**src/rtl/lte_dl_ant_pwr_meas.sv**
```systemverilog
`default_nettype none
// ============================================================================
// Module   : lte_dl_ant_pwr_meas
// Purpose  : Per-antenna downlink power meter. Taps the 8-antenna TDM IQ
//            stream downstream of the DL TDL AGC and computes I^2+Q^2 for
//            every valid sample. The result is accumulated into one
//            accumulator per antenna slot. On each frame header the scaled,
//            saturated window power of every antenna is snapshotted into
//            result registers for software readback.
// Revision : 1.0 - initial release
// ----------------------------------------------------------------------------
// Ports
//   clk_245       in   1   processing clock
//   asy_rst       in   1   asynchronous active-high reset
//   i_fram_hd     in   1   frame header; same-cycle sample is antenna slot 0
//   i_data        in  32   [31:16] signed I, [15:0] signed Q
//   i_data_valid  in   1   sample qualifier
//   i_ant8_sel    in   1   1 = 8-antenna TDM, 0 = 2-antenna TDM
//   i_rd_ant      in   3   antenna index for result readback
//   o_pwr         out 32   registered window power of antenna i_rd_ant
//   o_pwr_upd     out  1   one-cycle pulse when result registers refresh
//   o_pwr_vld     out  1   at least one complete window is held
//   o_win_nsamp   out 16   valid samples counted in the last window
// ============================================================================
module lte_dl_ant_pwr_meas #(
    parameter int PWR_SHIFT = 8,
    parameter int ACC_W     = 48
) (
    input  logic        clk_245,
    input  logic        asy_rst,
    input  logic        i_fram_hd,
    input  logic [31:0] i_data,
    input  logic        i_data_valid,
    input  logic        i_ant8_sel,
    input  logic [2:0]  i_rd_ant,
    output logic [31:0] o_pwr,
    output logic        o_pwr_upd,
    output logic        o_pwr_vld,
    output logic [15:0] o_win_nsamp
);

    localparam int          N_ANT     = 8;
    localparam int          PAD_W     = ACC_W - 32;
    localparam logic [2:0]  LAST_SLOT = 3'd7;
    localparam logic [15:0] NSAMP_MAX = 16'hFFFF;

    // ------------------------------------------------------------------------
    // Antenna slot counter. slot_q holds the slot of the *next* sample; the
    // header overrides it so the header sample is always slot 0.
    // ------------------------------------------------------------------------
    logic [2:0] slot_q;
    logic [2:0] slot_d;
    logic [2:0] w_slot;

    always_comb begin
        w_slot = i_fram_hd ? 3'd0 : slot_q;
        slot_d = w_slot + 3'd1;
        if (i_ant8_sel) begin
            if (w_slot == LAST_SLOT) begin
                slot_d = 3'd0;
            end
        end else begin
            // Any slot >= 1 returns to 0; this also recovers cleanly when
            // the mode drops to 2-antenna in the middle of a window.
            if (w_slot != 3'd0) begin
                slot_d = 3'd0;
            end
        end
    end

    always_ff @(posedge clk_245 or posedge asy_rst) begin
        if (asy_rst) begin
            slot_q <= 3'd0;
        end else begin
            slot_q <= slot_d;
        end
    end

    // ------------------------------------------------------------------------
    // S1: input capture. Slot, valid and header travel with the data.
    // ------------------------------------------------------------------------
    logic signed [15:0] s1_i_q;
    logic signed [15:0] s1_q_q;
    logic               s1_vld_q;
    logic               s1_hd_q;
    logic [2:0]         s1_slot_q;

    always_ff @(posedge clk_245 or posedge asy_rst) begin
        if (asy_rst) begin
            s1_i_q    <= '0;
            s1_q_q    <= '0;
            s1_vld_q  <= 1'b0;
            s1_hd_q   <= 1'b0;
            s1_slot_q <= 3'd0;
        end else begin
            s1_i_q    <= i_data[31:16];
            s1_q_q    <= i_data[15:0];
            s1_vld_q  <= i_data_valid;
            s1_hd_q   <= i_fram_hd;
            s1_slot_q <= w_slot;
        end
    end

    // ------------------------------------------------------------------------
    // S2: signed squares. The largest square is (-32768)^2 = 2^30, so 31
    // unsigned bits hold it exactly. The squares are registered twice so
    // the multipliers can use both their internal and output registers.
    // ------------------------------------------------------------------------
    logic [30:0] w_isq;
    logic [30:0] w_qsq;

    assign w_isq = 31'(s1_i_q * s1_i_q);
    assign w_qsq = 31'(s1_q_q * s1_q_q);

    logic [30:0] s2a_isq_q;
    logic [30:0] s2a_qsq_q;
    logic        s2a_vld_q;
    logic        s2a_hd_q;
    logic [2:0]  s2a_slot_q;
    logic [30:0] s2b_isq_q;
    logic [30:0] s2b_qsq_q;
    logic        s2b_vld_q;
    logic        s2b_hd_q;
    logic [2:0]  s2b_slot_q;

    always_ff @(posedge clk_245 or posedge asy_rst) begin
        if (asy_rst) begin
            s2a_isq_q  <= '0;
            s2a_qsq_q  <= '0;
            s2a_vld_q  <= 1'b0;
            s2a_hd_q   <= 1'b0;
            s2a_slot_q <= 3'd0;
            s2b_isq_q  <= '0;
            s2b_qsq_q  <= '0;
            s2b_vld_q  <= 1'b0;
            s2b_hd_q   <= 1'b0;
            s2b_slot_q <= 3'd0;
        end else begin
            s2a_isq_q  <= w_isq;
            s2a_qsq_q  <= w_qsq;
            s2a_vld_q  <= s1_vld_q;
            s2a_hd_q   <= s1_hd_q;
            s2a_slot_q <= s1_slot_q;
            s2b_isq_q  <= s2a_isq_q;
            s2b_qsq_q  <= s2a_qsq_q;
            s2b_vld_q  <= s2a_vld_q;
            s2b_hd_q   <= s2a_hd_q;
            s2b_slot_q <= s2a_slot_q;
        end
    end

    // ------------------------------------------------------------------------
    // S3: instantaneous power I^2 + Q^2, at most 2^31.
    // ------------------------------------------------------------------------
    logic [31:0] s3_pwr_q;
    logic        s3_vld_q;
    logic        s3_hd_q;
    logic [2:0]  s3_slot_q;

    always_ff @(posedge clk_245 or posedge asy_rst) begin
        if (asy_rst) begin
            s3_pwr_q  <= '0;
            s3_vld_q  <= 1'b0;
            s3_hd_q   <= 1'b0;
            s3_slot_q <= 3'd0;
        end else begin
            s3_pwr_q  <= {1'b0, s2b_isq_q} + {1'b0, s2b_qsq_q};
            s3_vld_q  <= s2b_vld_q;
            s3_hd_q   <= s2b_hd_q;
            s3_slot_q <= s2b_slot_q;
        end
    end

    // ------------------------------------------------------------------------
    // S4: per-antenna accumulate and snapshot.
    // ------------------------------------------------------------------------
    logic [31:0] w_res [N_ANT];

    for (genvar k = 0; k < N_ANT; k++) begin : g_ant
        logic [ACC_W-1:0] acc_q;
        logic [31:0]      res_q;
        logic [ACC_W:0]   w_sum;
        logic [ACC_W-1:0] w_shr;
        logic             w_hit;

        assign w_hit = s3_vld_q && (s3_slot_q == 3'(k));
        assign w_sum = {1'b0, acc_q} + {{(PAD_W + 1){1'b0}}, s3_pwr_q};
        assign w_shr = acc_q >> PWR_SHIFT;

        always_ff @(posedge clk_245 or posedge asy_rst) begin
            if (asy_rst) begin
                acc_q <= '0;
                res_q <= '0;
            end else if (s3_hd_q) begin
                // The snapshot sees every sample up to the one before the
                // header; the header sample (always slot 0) opens the new
                // window, so only antenna 0 can be hit here.
                res_q <= (|w_shr[ACC_W-1:32]) ? 32'hFFFF_FFFF : w_shr[31:0];
                acc_q <= w_hit ? {{PAD_W{1'b0}}, s3_pwr_q} : '0;
            end else if (w_hit) begin
                acc_q <= w_sum[ACC_W] ? {ACC_W{1'b1}} : w_sum[ACC_W-1:0];
            end
        end

        assign w_res[k] = res_q;
    end

    // ------------------------------------------------------------------------
    // Window sample counter, status flags and readback register.
    // ------------------------------------------------------------------------
    logic [15:0] nsamp_q;
    logic [15:0] win_nsamp_q;
    logic        hdr_seen_q;
    logic        pwr_vld_q;
    logic        pwr_upd_q;
    logic [31:0] pwr_q;

    always_ff @(posedge clk_245 or posedge asy_rst) begin
        if (asy_rst) begin
            nsamp_q     <= '0;
            win_nsamp_q <= '0;
            hdr_seen_q  <= 1'b0;
            pwr_vld_q   <= 1'b0;
            pwr_upd_q   <= 1'b0;
            pwr_q       <= '0;
        end else begin
            pwr_upd_q <= s3_hd_q;
            pwr_q     <= w_res[i_rd_ant];
            if (s3_hd_q) begin
                win_nsamp_q <= nsamp_q;
                nsamp_q     <= {15'd0, s3_vld_q};
                hdr_seen_q  <= 1'b1;
                // The window before the first header is partial, so the
                // results only become trustworthy from the second header.
                if (hdr_seen_q) begin
                    pwr_vld_q <= 1'b1;
                end
            end else if (s3_vld_q && (nsamp_q != NSAMP_MAX)) begin
                nsamp_q <= nsamp_q + 16'd1;
            end
        end
    end

    assign o_pwr       = pwr_q;
    assign o_pwr_upd   = pwr_upd_q;
    assign o_pwr_vld   = pwr_vld_q;
    assign o_win_nsamp = win_nsamp_q;

endmodule

`default_nettype wire

```
**config.mk**
```make
export PLATFORM = sky130hd
export DESIGN_NAME = lte_dl_ant_pwr_meas
export DESIGN_NICKNAME = d
export VERILOG_FILES = /design/src/rtl/lte_dl_ant_pwr_meas.sv
export SDC_FILE = /design/constraint.sdc
export NUM_CORES = 2
export LEC_CHECK = 0
export BUFFER_PORTS_ARGS = -buffer_cell sky130_fd_sc_hd__buf_2
export CAP_MARGIN = 20
export CORE_AREA = 2 2 347 606
export DETAILED_ROUTE_END_ITERATION = 8
export DIE_AREA = 0 0 349 608
export PLACE_DENSITY = 0.57
export SYNTH_ARGS = -nofsm -noshare
export SYNTH_HDL_FRONTEND = slang
export SYNTH_SLANG_ARGS = --single-unit
```
**constraint.sdc**
```tcl
create_clock -name clk_245 -period 34.5 [get_ports clk_245]
set_input_delay 1.725 -clock clk_245 [delete_from_list [all_inputs] [get_ports clk_245]]
set_output_delay 1.725 -clock clk_245 [all_outputs]
set_load 0.02 [all_outputs]
```
==> impl_results.md <==
* Run status: complete, no violations
* # nets final at 7841
* Critical-path cell list: nand2_1, fa_1, inv_1, fa_1, ha_1, inv_1, fa_1, fa_1, inv_1, fa_1, ha_1, o21a_1, o21a_1, a2111oi_0, o31ai_1, a41oi_1, a21oi_1, and2_1, o21a_1, nor2_1, xnor2_1
* Number of enable-type register cells in the synthesized netlist at 0
* Post-Route Setup TNS at 0 ns
* Leakage power of the design at 35.1 nW
* Endpoint type of the worst setup path: flop
* Input/output buffers at between 80 and 90
* Share of the yosys chip area belonging to registers at 33.7%
* Number of instances in the synthesized netlist at 6933
* CTS clock-pin slew for the worst setup and hold paths at around 0.07 ns
* Final setup viols at 0
* Gpl congestion at 0.927
* Worst hold start: s2a_qsq_q[8]
* Sequential standard cell area at 0.0229 mm²
* Wirelength per Cell at 22.6 µm
* Grt ovf at 0
* Portion of synthesized cell area occupied by the leading cell type at 33.7%
* Ranking of synthesized cells by instance count: sky130_fd_sc_hd__dfrtp_1 (914), sky130_fd_sc_hd__inv_1 (728), sky130_fd_sc_hd__fa_1 (464), sky130_fd_sc_hd__ha_1 (464), sky130_fd_sc_hd__nand2_1 (451)
* Most area-consuming cells after synthesis: sky130_fd_sc_hd__dfrtp_1 (34%), sky130_fd_sc_hd__fa_1 (14%), sky130_fd_sc_hd__ha_1 (8.5%)
* Number of inserted filler cells in the final layout at between 20000 and 25000
* Number of placed instances, taps included at 9451
* I/O pins at 90
* Post-synthesis instance area at 0.0680 mm²
* Clk Tree Root Cell: sky130_fd_sc_hd__clkbuf_16
* Yosys warning total at 0
* DP HPWL at 168 mm
* Share of the core filled with cells in the final layout at between 30 and 40%
* FP Rows at 221
* Vert. Die Dim at between 600 and 700 µm
* Worst clock skew at just under 0.04 ns
* Depth of the worst hold-timing path at 0
* Slack of the worst reg-to-reg path at 27.52 ns
* Critical register-to-register path endpoint: s2a_isq_q[27]
* Critical register-to-register path startpoint: s1_i_q[4]
* Overall die area at 0.212 mm²
* Worst hold path type: flop to flop
* Fin area at ~0.075 mm²
* Number of endpoints with negative hold slack in the final report at 0
* Required time at the worst-slack endpoint at 35.15 ns
* Tmin final at between 6 and 7 ns
* Critical path data arrival time at around 7.6 ns
* Number of library cell types mapped by synthesis at 98
* Die span in x at ~350 µm
* Max_cap viols at 0
* DRC violation count after routing at 0
* Area Overhead vs Synth at 9.84%
* Leading cell type by number of instances after synthesis: sky130_fd_sc_hd__dfrtp_1
* Count of hold buffers inserted by post-cts repair at 0
* Syn nets at 7901
* Initial standard-cell utilization of the core at 32.8%
* Max frequency at 0.143 GHz
* Avg Cell Area, Syn at approximately 10 µm²
* Footprint of the multi-input gates at 0.0412 mm²
* Sink count of the clock tree at slightly above 900
* Buffers inserted during post-CTS setup optimization at 0
* Global-route wire length before repair at about 330 mm
* Global Route Usage Sum at 20.4%
* Initial antenna violation count at 8
* Capture endpoint of the worst hold path: s2b_qsq_q[8]
* Total Wirelength at around 220 mm
* Startpoint type of the worst setup path: flop
* Synth Register Bits at 914
* Detailed-routing iteration count for the pre-antenna-repair pass at 7
* Clk_lat worst skew at between 0.7 and 0.8 ns
* Ratio of total power to cell area at roughly 95 mW/mm²
* Ys flop type: sky130_fd_sc_hd__dfrtp_1
* Unrepaired setup endpoints after global routing: false
* Fin crit share at 20.2%
* Area of the core at 0.207 mm²
* Maximum level of the CTS H-tree at 3
* Number of global-route vias before repair at between 50000 and 60000
* Maximum number of pins on one net before global-route repair at approximately 170
* Biggest fanout along the worst timing path at 19
* Post-CTS resize count at 0
* Cell count of the worst reg-to-reg path at 21
* Filler-free cell count of the finished design at slightly below 10000
* Ratio of cells with drive above 1 in the final layout at 7.47%
* Peak supply drop at 0.124 mV
* Synth area leader: sky130_fd_sc_hd__dfrtp_1
* Max-slew headroom at the worst pin at 26.2%
* Longest individual stage delay on the worst path at 0.84 ns
* Crit Path Class: flop to flop
* Master of the slowest instance on the critical path: sky130_fd_sc_hd__dfrtp_1
* Vias at roughly 53000
* Drt first-iter violations at between 3000 and 4000
* Total CTS buffers at between 90 and 100
* Slew at the pin closest to its max-slew limit at 1.11 ns
* Clock tree from TritonCTS: yes
* Crit path top cell by count: sky130_fd_sc_hd__fa_1
* Number of pins with negative max-slew slack in the final report at 0
* Number of buffers on the longest clock path at 3
* Area of placed instances at 0.0712 mm²
* Number of nets with antenna violations after routing at 0
* Avg Vias per Cell at ~5.5
* Synth async-reset ratio at between 90% and 100%
worst max-delay path by stage:
stage,start,endpoint,cells after the start
2_1_floorplan,asy_rst,g_ant[0].acc_q[0],1
3_5_place_dp,s1_i_q[4],s2a_isq_q[27],21
6_report,s1_i_q[4],s2a_isq_q[27],21
3_3_place_gp,s1_i_q[4],s2a_isq_q[27],21
5_1_grt,s1_i_q[4],s2a_isq_q[27],21
4_1_cts,s1_i_q[4],s2a_isq_q[27],21
cell usage in the layout (no fill, tap or decap), drive strengths merged, types with 33 or more instances in the layout:
cell type and count:
a31oi 55, o22a 256, nor2b 42, a21o 175, nand4 60, xnor2 219
o211ai 38, and3 79, nor2 448, dfrtp 914, xor2 111, o22ai 313
nand2b 41, o21bai 50, o21a 44, clkbuf 118, mux4 64, nor4 36
buf 159, fa 464, nand3 161, o21ai 285, mux2 51, nor3 116
nand2 455, mux2i 45, or3 33, a211oi 82, ha 464, and2 95
inv 744, a21oi 417
layout make-up:
class | instances | share of cell area (%)
Multi-Input combinational cell | 4972 | 55.2
Sequential cell | 914 | 30.6
Tap cell | 2676 | 4.48
Inverter | 730 | 3.68
Clock buffer | 118 | 3.56
Timing Repair Buffer | 159 | 1.40
Clock inverter | 58 | 1.03
Antenna cell | 4 | 0.0134
through the flow:
step                total power [mW]  worst slack [ns]  hold WS [ns]
floorplan                       4.72              7.08         0.331
global placement                5.90             27.52         0.332
detailed placement              5.97             27.52         0.335
CTS                             7.15             27.47         0.341
global route                    7.71             27.15         0.339
finish                          7.07             27.52         0.339
kinds of logic after synthesis:
family | count (synthesis) | share of synthesized area (%)
multiplexers | 160 | 3.63
XOR/XNOR | 330 | 4.25
adder cells (fa/ha/maj) | 928 | 22.2
AND/OR/NAND/NOR | 1621 | 11.3
flip-flops | 914 | 33.7
buffers and inverters | 1047 | 5.84
AO/OA/AOI/OAI | 1933 | 19.1
registers in the layout, indices dropped and copies added, names as in the netlist, 3 cells and up:
| name | flops |
|---|---|
| s2b_isq_q | 30 |
| slot_q | 3 |
| s2b_qsq_q | 30 |
| s2a_qsq_q | 30 |
| s2a_slot_q | 3 |
| g_ant.acc_q | 384 |
| o_win_nsamp | 16 |
| s1_slot_q | 3 |
| g_ant.res_q | 256 |
| s2b_slot_q | 3 |
| o_pwr | 32 |
| s1_i_q | 16 |
| nsamp_q | 16 |
| s1_q_q | 16 |
| s3_pwr_q | 32 |
| s3_slot_q | 3 |
| s2a_isq_q | 30 |
where the power goes:
part           total (mW)  switching, mW  internal, mW  leakage (nW)
Combinational        4.46           2.61          1.85          21.7
Clock                1.14          0.490         0.648          1.66
Sequential           1.48          0.186          1.29          11.8
Total                7.07           3.29          3.79          35.1
layer usage:
layer  track usage, %  vias up  share of wire [%]
met1             20.5    26716                 34
met2             37.8     1452                 53
li1                 -    24436                  -
met3             1.64      687                2.9
met4             17.4        2                9.9
met5                0        -             0.0064
critical path: cells and delay by family (launching register included):
family	cells	cell delay, ns
fa+ha+maj	7	3.02
buf+inv	3	0.17
compound gates	7	2.27
simple gates	3	0.48
flops	1	0.84
xor+xnor	1	0.13
Note: power is estimated with default switching activity, not from simulation.
